[config.mk]
export PLATFORM = sky130hd
export DESIGN_NAME = cu_write_stream_engine_flat
export DESIGN_NICKNAME = d
export VERILOG_FILES = /design/src/rtl/cu_write_stream_engine_if.sv /design/src/rtl/cu_write_stream_engine.sv /design/src/flat_wrapper.sv
export SDC_FILE = /design/constraint.sdc
export NUM_CORES = 2
export LEC_CHECK = 0
export BUFFER_PORTS_ARGS = -buffer_cell sky130_fd_sc_hd__buf_2
export CORE_AREA = 2 2 488 490
export DETAILED_ROUTE_END_ITERATION = 8
export DIE_AREA = 0 0 490 492
export PLACE_DENSITY = 0.47
export SLEW_MARGIN = 10
export SYNTH_ARGS = -nofsm -noshare
export SYNTH_HDL_FRONTEND = slang
export SYNTH_SLANG_ARGS = --single-unit
[constraint.sdc]
create_clock -name clock -period 16.05 [get_ports clock]
set_input_delay 0 -clock clock [delete_from_list [all_inputs] [get_ports clock]]
set_output_delay 0 -clock clock [all_outputs]
set_load 0.05 [all_outputs]
[src/rtl/cu_write_stream_engine_if.sv]
// Bundles the element input stream, the write command bus and the write
// response channel of the CU write stream engine.
//
//   in_valid/in_data/in_ready     element stream from the CU datapath
//   cmd_valid/cmd_ready           write command handshake to the arbiter
//   cmd_address/size/data/cu_id   write command payload
//   rsp_valid/rsp_fail            response for the single outstanding command
//
// master: the engine side.  slave: the datapath / arbiter side.
interface cu_write_stream_engine_if #(
    parameter int ELEM_BYTES = 4,
    parameter int LINE_BYTES = 128
);
    logic                    in_valid;
    logic [ELEM_BYTES*8-1:0] in_data;
    logic                    in_ready;

    logic                    cmd_valid;
    logic                    cmd_ready;
    logic [63:0]             cmd_address;
    logic [11:0]             cmd_size;
    logic [LINE_BYTES*8-1:0] cmd_data;
    logic [7:0]              cmd_cu_id;

    logic                    rsp_valid;
    logic                    rsp_fail;

    modport master (
        input  in_valid, in_data,
        output in_ready,
        output cmd_valid,
        input  cmd_ready,
        output cmd_address, cmd_size, cmd_data, cmd_cu_id,
        input  rsp_valid, rsp_fail
    );

    modport slave (
        output in_valid, in_data,
        input  in_ready,
        input  cmd_valid,
        output cmd_ready,
        input  cmd_address, cmd_size, cmd_data, cmd_cu_id,
        output rsp_valid, rsp_fail
    );
endinterface

[src/rtl/cu_write_stream_engine.sv]
// CU write stream engine: takes an in-order stream of big-endian array
// elements, byte-swaps each one to host order, packs them into a cacheline
// buffer and issues one write command per line (power-of-two size), waiting
// for the response of each command before filling the next line. Failed
// writes are reissued unchanged. done pulses once every line is acknowledged.
//
// Ports:
//   clock, reset          single clock, synchronous active-high reset
//   start                 one-cycle pulse, latches base_address/num_elements
//   base_address          128-byte aligned byte address of the output array
//   num_elements          number of elements to write
//   bus                   element stream, command bus and response channel
//   busy                  high from SET through DONE
//   done                  one-cycle completion pulse
//
// state   | meaning
// --------+-------------------------------------------------------------
// IDLE    | waiting for start
// SET     | clear counters and line buffer, skip to DONE if no elements
// FILL    | accepting elements into the line buffer
// REQ     | presenting the write command for the current line
// PENDING | command accepted, waiting for its response
// DONE    | one-cycle done pulse
module cu_write_stream_engine #(
    parameter int ELEM_BYTES     = 4,
    parameter int LINE_BYTES     = 128,
    parameter int ELEMS_PER_LINE = LINE_BYTES / ELEM_BYTES,
    parameter int CU_ID          = 0
) (
    input  logic                             clock,
    input  logic                             reset,
    input  logic                             start,
    input  logic [63:0]                      base_address,
    input  logic [31:0]                      num_elements,
    cu_write_stream_engine_if.master         bus,
    output logic                             busy,
    output logic                             done
);

    localparam int          ELEM_W       = ELEM_BYTES * 8;
    localparam int          LINE_W       = LINE_BYTES * 8;
    localparam logic [31:0] EPL_W        = 32'(ELEMS_PER_LINE);
    localparam logic [31:0] ELEM_BYTES_W = 32'(ELEM_BYTES);
    localparam logic [31:0] LINE_BYTES_W = 32'(LINE_BYTES);

    typedef enum logic [2:0] {
        ST_IDLE,
        ST_SET,
        ST_FILL,
        ST_REQ,
        ST_PENDING,
        ST_DONE
    } state_t;

    state_t              state_q,       state_d;
    logic [63:0]         base_q,        base_d;
    logic [31:0]         num_q,         num_d;
    logic [31:0]         elem_count_q,  elem_count_d;
    logic [31:0]         line_count_q,  line_count_d;
    logic [31:0]         line_fill_q,   line_fill_d;
    logic [LINE_W-1:0]   line_buf_q,    line_buf_d;
    logic [63:0]         cmd_address_q, cmd_address_d;
    logic [11:0]         cmd_size_q,    cmd_size_d;

    logic [ELEM_W-1:0]   elem_swapped;
    logic                in_ready;
    logic                cmd_valid;

    // Smallest power of two >= nbytes, never larger than one line.
    function automatic logic [11:0] pow2_size(input logic [31:0] nbytes);
        logic [31:0] s;
        s = 32'd1;
        for (int i = 0; i < 12; i++) begin
            if (s < nbytes && s < LINE_BYTES_W) begin
                s = s << 1;
            end
        end
        return s[11:0];
    endfunction

    // Big-endian element to host order: byte k moves to byte ELEM_BYTES-1-k.
    always_comb begin
        elem_swapped = '0;
        for (int k = 0; k < ELEM_BYTES; k++) begin
            elem_swapped[(ELEM_BYTES-1-k)*8 +: 8] = bus.in_data[k*8 +: 8];
        end
    end

    always_ff @(posedge clock) begin
        if (reset) begin
            state_q       <= ST_IDLE;
            base_q        <= '0;
            num_q         <= '0;
            elem_count_q  <= '0;
            line_count_q  <= '0;
            line_fill_q   <= '0;
            line_buf_q    <= '0;
            cmd_address_q <= '0;
            cmd_size_q    <= '0;
        end else begin
            state_q       <= state_d;
            base_q        <= base_d;
            num_q         <= num_d;
            elem_count_q  <= elem_count_d;
            line_count_q  <= line_count_d;
            line_fill_q   <= line_fill_d;
            line_buf_q    <= line_buf_d;
            cmd_address_q <= cmd_address_d;
            cmd_size_q    <= cmd_size_d;
        end
    end

    always_comb begin
        state_d       = state_q;
        base_d        = base_q;
        num_d         = num_q;
        elem_count_d  = elem_count_q;
        line_count_d  = line_count_q;
        line_fill_d   = line_fill_q;
        line_buf_d    = line_buf_q;
        cmd_address_d = cmd_address_q;
        cmd_size_d    = cmd_size_q;
        in_ready      = 1'b0;
        cmd_valid     = 1'b0;
        done          = 1'b0;

        unique case (state_q)
            ST_IDLE: begin
                if (start) begin
                    base_d  = base_address;
                    num_d   = num_elements;
                    state_d = ST_SET;
                end
            end

            ST_SET: begin
                elem_count_d = '0;
                line_count_d = '0;
                line_fill_d  = '0;
                line_buf_d   = '0;
                state_d      = (num_q == 32'd0) ? ST_DONE : ST_FILL;
            end

            ST_FILL: begin
                in_ready = 1'b1;
                if (bus.in_valid) begin
                    for (int s = 0; s < ELEMS_PER_LINE; s++) begin
                        if (line_fill_q == 32'(s)) begin
                            line_buf_d[s*ELEM_W +: ELEM_W] = elem_swapped;
                        end
                    end
                    line_fill_d  = line_fill_q + 32'd1;
                    elem_count_d = elem_count_q + 32'd1;
                    // Command fields are registered here so REQ starts with
                    // them already valid, one cycle after the closing element.
                    if (line_fill_d == EPL_W || elem_count_d == num_q) begin
                        cmd_address_d = base_q + 64'(line_count_q) * 64'(LINE_BYTES);
                        cmd_size_d    = pow2_size(line_fill_d * ELEM_BYTES_W);
                        state_d       = ST_REQ;
                    end
                end
            end

            ST_REQ: begin
                cmd_valid = 1'b1;
                if (bus.cmd_ready) begin
                    state_d = ST_PENDING;
                end
            end

            ST_PENDING: begin
                if (bus.rsp_valid) begin
                    if (bus.rsp_fail) begin
                        // Address, size and buffer are untouched, so the
                        // reissued command is identical.
                        state_d = ST_REQ;
                    end else begin
                        line_count_d = line_count_q + 32'd1;
                        line_fill_d  = '0;
                        line_buf_d   = '0;
                        state_d      = (elem_count_q == num_q) ? ST_DONE : ST_FILL;
                    end
                end
            end

            ST_DONE: begin
                done    = 1'b1;
                state_d = ST_IDLE;
            end

            default: begin
                state_d = ST_IDLE;
            end
        endcase
    end

    assign busy            = (state_q != ST_IDLE);
    assign bus.in_ready    = in_ready;
    assign bus.cmd_valid   = cmd_valid;
    assign bus.cmd_address = cmd_address_q;
    assign bus.cmd_size    = cmd_size_q;
    assign bus.cmd_data    = line_buf_q;
    assign bus.cmd_cu_id   = 8'(CU_ID);

endmodule

[src/flat_wrapper.sv]
// flat-port wrapper written by rule: the top's interface ports become plain ports
module cu_write_stream_engine_flat 
#(
    parameter int ELEM_BYTES     = 4,
    parameter int LINE_BYTES     = 128,
    parameter int ELEMS_PER_LINE = LINE_BYTES / ELEM_BYTES,
    parameter int CU_ID          = 0
)
  (clock, reset, start, base_address, num_elements, busy, done, bus_in_valid, bus_in_data, bus_in_ready, bus_cmd_valid, bus_cmd_ready, bus_cmd_address, bus_cmd_size, bus_cmd_data, bus_cmd_cu_id, bus_rsp_valid, bus_rsp_fail);
  cu_write_stream_engine_if #(.ELEM_BYTES(ELEM_BYTES), .LINE_BYTES(LINE_BYTES)) bus_i ();
  input  logic clock;
  input  logic reset;
  input  logic start;
  input  logic [63:0] base_address;
  input  logic [31:0] num_elements;
  output logic busy;
  output logic done;
  input wire logic [$bits(bus_i.in_valid)-1:0] bus_in_valid;
  input wire logic [$bits(bus_i.in_data)-1:0] bus_in_data;
  output wire logic [$bits(bus_i.in_ready)-1:0] bus_in_ready;
  output wire logic [$bits(bus_i.cmd_valid)-1:0] bus_cmd_valid;
  input wire logic [$bits(bus_i.cmd_ready)-1:0] bus_cmd_ready;
  output wire logic [$bits(bus_i.cmd_address)-1:0] bus_cmd_address;
  output wire logic [$bits(bus_i.cmd_size)-1:0] bus_cmd_size;
  output wire logic [$bits(bus_i.cmd_data)-1:0] bus_cmd_data;
  output wire logic [$bits(bus_i.cmd_cu_id)-1:0] bus_cmd_cu_id;
  input wire logic [$bits(bus_i.rsp_valid)-1:0] bus_rsp_valid;
  input wire logic [$bits(bus_i.rsp_fail)-1:0] bus_rsp_fail;
  assign bus_i.in_valid = bus_in_valid;
  assign bus_i.in_data = bus_in_data;
  assign bus_in_ready = bus_i.in_ready;
  assign bus_cmd_valid = bus_i.cmd_valid;
  assign bus_i.cmd_ready = bus_cmd_ready;
  assign bus_cmd_address = bus_i.cmd_address;
  assign bus_cmd_size = bus_i.cmd_size;
  assign bus_cmd_data = bus_i.cmd_data;
  assign bus_cmd_cu_id = bus_i.cmd_cu_id;
  assign bus_i.rsp_valid = bus_rsp_valid;
  assign bus_i.rsp_fail = bus_rsp_fail;
  cu_write_stream_engine #(.ELEM_BYTES(ELEM_BYTES), .LINE_BYTES(LINE_BYTES), .ELEMS_PER_LINE(ELEMS_PER_LINE), .CU_ID(CU_ID)) u_core (.clock(clock), .reset(reset), .start(start), .base_address(base_address), .num_elements(num_elements), .bus(bus_i), .busy(busy), .done(done));
endmodule
* Word-level counts from Yosys, hierarchy flattened
Cells that the tools add are included.
** Word-level totals
- Flip-flop bits (word level) :: 1295
- Bits of input ports :: 135
- Logic and storage cells :: 303
** Operators by class
- Add/subtract/negate cells :: 4
- $lt $le $gt $ge :: 23
- Equality and inequality tests :: 77
- Multiplexer cells :: 102
- Reductions and logical operators :: 57
** Operators with widths (number)
- two-way mux 1024 bit :: 3
- one-hot mux 1024 bit (3 select lines) :: 1
- two-way mux 32 bit :: 81
- equality test 32 x 5 -> 1 bit, second input constant :: 16
- less-than comparator 32 bit :: 11
- less-than comparator 32 x 8 -> 1 bit, second input constant :: 11
- equality test 32 x 4 -> 1 bit, second input constant :: 8
- AND reduction 5 bit :: 33
- equality test 32 x 3 -> 1 bit, second input constant :: 4
- one-hot mux 32 bit (2 select lines) :: 2
- adder 32 x 1 -> 32 bit, second input constant :: 3
- one-hot mux 32 bit (3 select lines) :: 1
- != test 2 x 1 -> 1 bit, second input constant :: 33
- adder 64 x 39 -> 64 bit :: 1
- equality test 32 x 2 -> 1 bit, second input constant :: 2
- equality test 32 bit :: 2
- zero test 32 bit :: 2
- equality test 32 x 1 -> 1 bit, second input constant :: 1
- equality test 32 x 6 -> 1 bit, second input constant :: 1
- less-than comparator 1 x 32 -> 1 bit, first input constant :: 1
- two-way mux 3 bit :: 8
- one-hot mux 3 bit (5 select lines) :: 1
- two-way mux 12 bit :: 1
- logical AND 1 bit :: 11
- other kinds (13) :: 25

* Longest topological paths before layout
- Depth in word-level cells :: 69
- Mapped depth :: 86
- Depth with buffers taken out :: 82

* Worst setup path before layout
OpenSTA, ideal clock, no wires.
- Path type :: register to register
- Start point :: register u_core.line_fill_q[0]
- End point :: register u_core.cmd_size_q[2] (netlist: u_core.bus.cmd_size[2])
- Library setup time :: 0.121 ns
- Arrival time :: 16.167 ns
- Required time :: 15.929 ns
- Setup slack :: -0.237 ns
- Stages on the path, launching flop included :: 80
- Period minus slack after synthesis :: 16.287 ns
- Cell sequence :: dfxtp_1 -> ha_1 -> nand3_2 -> nor4_4 -> nand4_1 -> mux2i_1 -> or3_1 -> nor2_4 -> buf_2 -> nand2_1 -> nor3_1 -> ha_1 -> a21o_1 -> a31oi_1 -> o21a_1 -> nand2_1 -> a32oi_1 -> nor2_1 -> [44 not listed] -> a21o_1 -> a21o_1 -> a21oi_1 -> o21ai_0 -> nand3_1 -> o21ai_1 -> nor3_2 -> mux2i_1 -> ha_1 -> a21o_1 -> a21o_1 -> a21oi_1 -> nor2_1 -> o31a_1 -> a311oi_4 -> buf_6 -> a2bb2oi_2 -> nand2_1
** On the way
- Cells in the longest elaborated chain, start to end :: 69
** RTL lines
- start, declared :: RTL line cu_write_stream_engine.sv:60 : logic [31:0] line_fill_q, line_fill_d;
- start signal, assigned :: RTL line cu_write_stream_engine.sv:106 : line_fill_q <= line_fill_d;
- adder 32 x 1 -> 32 bit (*) :: RTL line cu_write_stream_engine.sv:152 : line_fill_d = line_fill_q + 32'd1;
- less-than comparator 1 x 32 -> 1 bit :: RTL line cu_write_stream_engine.sv:74 : if (s < nbytes && s < LINE_BYTES_W) begin
- two-way mux 2 bit :: RTL line cu_write_stream_engine.sv:74
- two-way mux 32 bit :: RTL line cu_write_stream_engine.sv:156 : if (line_fill_d == EPL_W || elem_count_d == num_q) begin
- two-way mux 32 bit :: RTL line cu_write_stream_engine.sv:146 : if (bus.in_valid) begin
- two-way mux 32 bit :: RTL line cu_write_stream_engine.sv:127 : unique case (state_q)
- less-than comparator 32 bit / less-than comparator 32 x 8 -> 1 bit (equally long branches) :: RTL line cu_write_stream_engine.sv:74
- logical AND 1 bit :: RTL line cu_write_stream_engine.sv:74
- [53 not listed]
- logical AND 1 bit :: RTL line cu_write_stream_engine.sv:74
- two-way mux 32 bit :: RTL line cu_write_stream_engine.sv:74
- two-way mux 32 bit :: RTL line cu_write_stream_engine.sv:156
- two-way mux 32 bit :: RTL line cu_write_stream_engine.sv:146
- two-way mux 32 bit :: RTL line cu_write_stream_engine.sv:127
- less-than comparator 32 bit / less-than comparator 32 x 8 -> 1 bit (equally long branches) :: RTL line cu_write_stream_engine.sv:74
- logical AND 1 bit :: RTL line cu_write_stream_engine.sv:74
- two-way mux 12 bit :: RTL line cu_write_stream_engine.sv:74
- end signal, assigned :: RTL line cu_write_stream_engine.sv:109 : cmd_size_q <= cmd_size_d;
- end, declared :: RTL line cu_write_stream_engine.sv:63 : logic [11:0] cmd_size_q, cmd_size_d;
Every way passes the cells marked *; elsewhere a longest branch is shown, timed or not. The select of a mux whose other input is x is not followed.
A chain may end at the register's enable or synchronous reset.

* Worst setup path after layout
- Start point :: register u_core.line_fill_q[0]
- End point :: register u_core.cmd_size_q[7] (netlist: u_core.bus.cmd_size[7])
The elaborated chain is that of the path after synthesis.

==> metrics <==
syn_area_per_cell=7.673 um2; I/O pin cnt=1247; Async S/R FF share, synth=0%; FMAX=65.58 MHz; sequential cell area fraction in the yosys report=48.65%; final worst-path cycle share=95.00%; Setup Skew=54.24 ps; MaxCap Viol Count=0; Final nets=8578; Worst Setup Path Type=register to register; slew margin rel.=16.21%; Slowest Stage Delay on Critical Path=400 ps; Req. time, crit path=16780 ps; number of buffers added on ports=1238; critical path endpoint=u_core.bus.cmd_size[7]; cell family with most CP delay=compound AO/OA/AOI/OAI gates; CP max FO=9; final WL=262.7 mm; register area=0.02594 mm2; via count of the first global-routing pass=51713; EDFF count, synth=0; gpl congestion=0.8297; total negative setup slack=0 ps; die width=490 um; DPL Wire Length=179.4 mm; Filler cells=25304; Clk Latency, worst-skew pair=830 ps; overall die height=492 um; share of cells above drive strength 1=23.90%; xor-xnor portion of the synthesized cell area=2.381%; CP max-delay cell=or3_4; first-pass detailed-route iteration total=6; final-report hold violation count=0; post-synth top area share=48.65%; # clock sinks=1295; Syn-to-layout area delta=35.87%; Final setup viols=0; area of the multi-input gates=0.02587 mm2; initial antenna violation count=26; Critical Path Sink Type=register; wire per inst=22.52 um; Synth Area in Compound Gates=16.18%; Syn. warnings=0; Buf/Inv on CP=6; Worst Hold Class=primary input to register; crit path from=u_core.line_fill_q[0]; worst r2r path cells=81; largest family of logic cells by synthesized area=simple AND/OR/NAND/NOR gates; r2r startpoint=u_core.line_fill_q[0]; FF-to-FF End=u_core.bus.cmd_size[7]; routed wl met3=20.61 mm; top cells by count, synth=nand2_1 (2431), dfxtp_1 (1295), a21oi_1 (1241), clkbuf_1 (551), nor2_1 (254); top cells by area, synth=dfxtp_1 (49%), nand2_1 (17%), a21oi_1 (12%), clkbuf_1 (3.9%), ha_1 (1.9%); Post-Syn Area=0.05329 mm2; Levels on crit path=81; Pins Over Slew Limit=0; drt drc=0; M1 wire length=107.4 mm; overall routing resource usage=20.74%; Top Layer Used=met4; CTS buffer count=150; deepest clock path buffer count=3; number of synthesized register bits=1295; DR iter-0 viols=4271; Simple-Gate Fraction of Synth Area=24.34%; Syn Inst Count=6945; Routed met2 length=122.1 mm; status=finished clean; worst path arrival time=15980 ps; vias per inst=4.656; first-pass GRT wire length=371.4 mm; CTS tree=yes; Slew @ Worst Pin=1257 ps; largest net degree at the start of global routing=174; Primary FF master, synth=dfxtp_1; initial core utilization=22.55%; die area=0.2411 mm2; area leader, netlist=dfxtp_1; adder and majority gate portion of the synthesized area=1.916%; Worst setup SP type=register; number of distinct library cells after synthesis=106; mux cell area share after synthesis=1.954%; clock-pin slew on the worst setup and hold paths=60 ps; top-count cell post-synth=nand2_1; Clock Root Buffer=clkbuf_16; H-Tree Depth=4; Core Area=0.2363 mm2; FF-to-FF setup slack=800 ps; row cnt=179; shortest period the worst path allows=15250 ps; GRT overflow=0; vias=54310; cell repeated most along the worst path=a21o_1; ANT nets after route=0
==> timing repair <==
item | 4_1_cts | 5_1_grt
endpoints found under the hold margin | 436 | 0
setup endpoints to repair | 8 | 8
hold buffers | 276 | 0
pin swaps | 4 | 46
buffers inserted | 2 | 25
gates resized for setup | 15 | 85
cloned | 0 | 1
==> tightest hold or removal path, stage by stage <==
cell and delay [ps]:
dlygate4sd3_1 540, buf_2 150, nand2_1 60, a21oi_1 50
==> metrics by stage <==
step | worst slack, ps | cell area, um2 | utilization [%] | hold slack (ps) | cells
floorplan | 104.8 | 53370 | - | 136.0 | 6960
global placement | -512.1 | 63890 | 27.04 | 246.2 | 11073
detailed placement | -462.9 | 63890 | 27.04 | 247.8 | 11073
CTS | -35.89 | 71750 | 30.36 | 0.5935 | 11625
global route | -45.47 | 72380 | 30.63 | 44.40 | 11654
finish | 801.7 | 72400 | 30.64 | 79.39 | 11664
==> registers in the layout (all words and copies together), names as in the netlist, 12 cells and up <==
signal and count:
u_core.elem_count_q 32, u_core.line_fill_q 32, u_core.bus.cmd_address 64, u_core.bus.cmd_data 1024, u_core.base_q 64, u_core.bus.cmd_size 12, u_core.num_q 32, u_core.line_count_q 32
==> area by class of cell <==
cell class | instances | area share [%]
sequential | 1295 | 35.82
multi-input combinational | 5038 | 35.73
timing repair buffer | 1835 | 15.79
clock buffer | 226 | 6.024
tap | 3167 | 5.473
clock inverter | 48 | 0.8934
inverter | 42 | 0.2177
antenna | 13 | 0.04493
==> cell usage in the layout, fill, tap and decap left out, types with 17 or more instances in the layout <==
master and instances:
mux2i_1 84, o211ai_1 18, nand2_1 2409, o21ai_0 81
or3_1 33, dlygate4sd3_1 276, and2_1 22, clkbuf_16 153
a21oi_2 18, a21o_1 28, nand2_2 20, dfxtp_1 1287
clkbuf_1 46, nor3_1 45, xnor2_1 74, a211oi_1 33
a21oi_1 1200, or2_2 20, and2_2 30, and3_1 38
nor4_1 24, clkbuf_8 28, nand3_1 101, clkinv_2 21
ha_1 67, a21oi_4 24, xor2_1 69, nor2_1 250
nand2b_1 17, buf_2 1237, inv_1 39, nand4_1 38
buf_4 314
==> cells by family (layout without fill, tap and decap cells) <==
group,Yosys count,after routing
adder cells (fa/ha/maj),81,81
other,1,29
buffers and inverters,627,2151
AO/OA/AOI/OAI,1555,1555
multiplexers,102,102
flip-flops,1295,1295
XOR/XNOR,144,144
AND/OR/NAND/NOR,3140,3140
==> worst min-delay path by stage <==
stage,from,end,slack (ps),cells past startpoint
global placement,num_elements[9],u_core.num_q[9],250,3
CTS,base_address[38],u_core.base_q[38],0.6,4
detailed placement,num_elements[5],u_core.num_q[5],250,3
finish,base_address[38],u_core.base_q[38],80,4
global route,base_address[38],u_core.base_q[38],40,4
floorplan,base_address[0],u_core.base_q[0],140,2
==> routing by layer <==
metal,up-vias,global-route usage [%]
met2,1988,34.12
met5,-,0
met1,26039,25.12
met3,483,5.534
met4,0,9.602
li1,25800,-
Power is not shown: default switching activity piles up to over one toggle a cycle in this logic, so the estimate is an artifact.
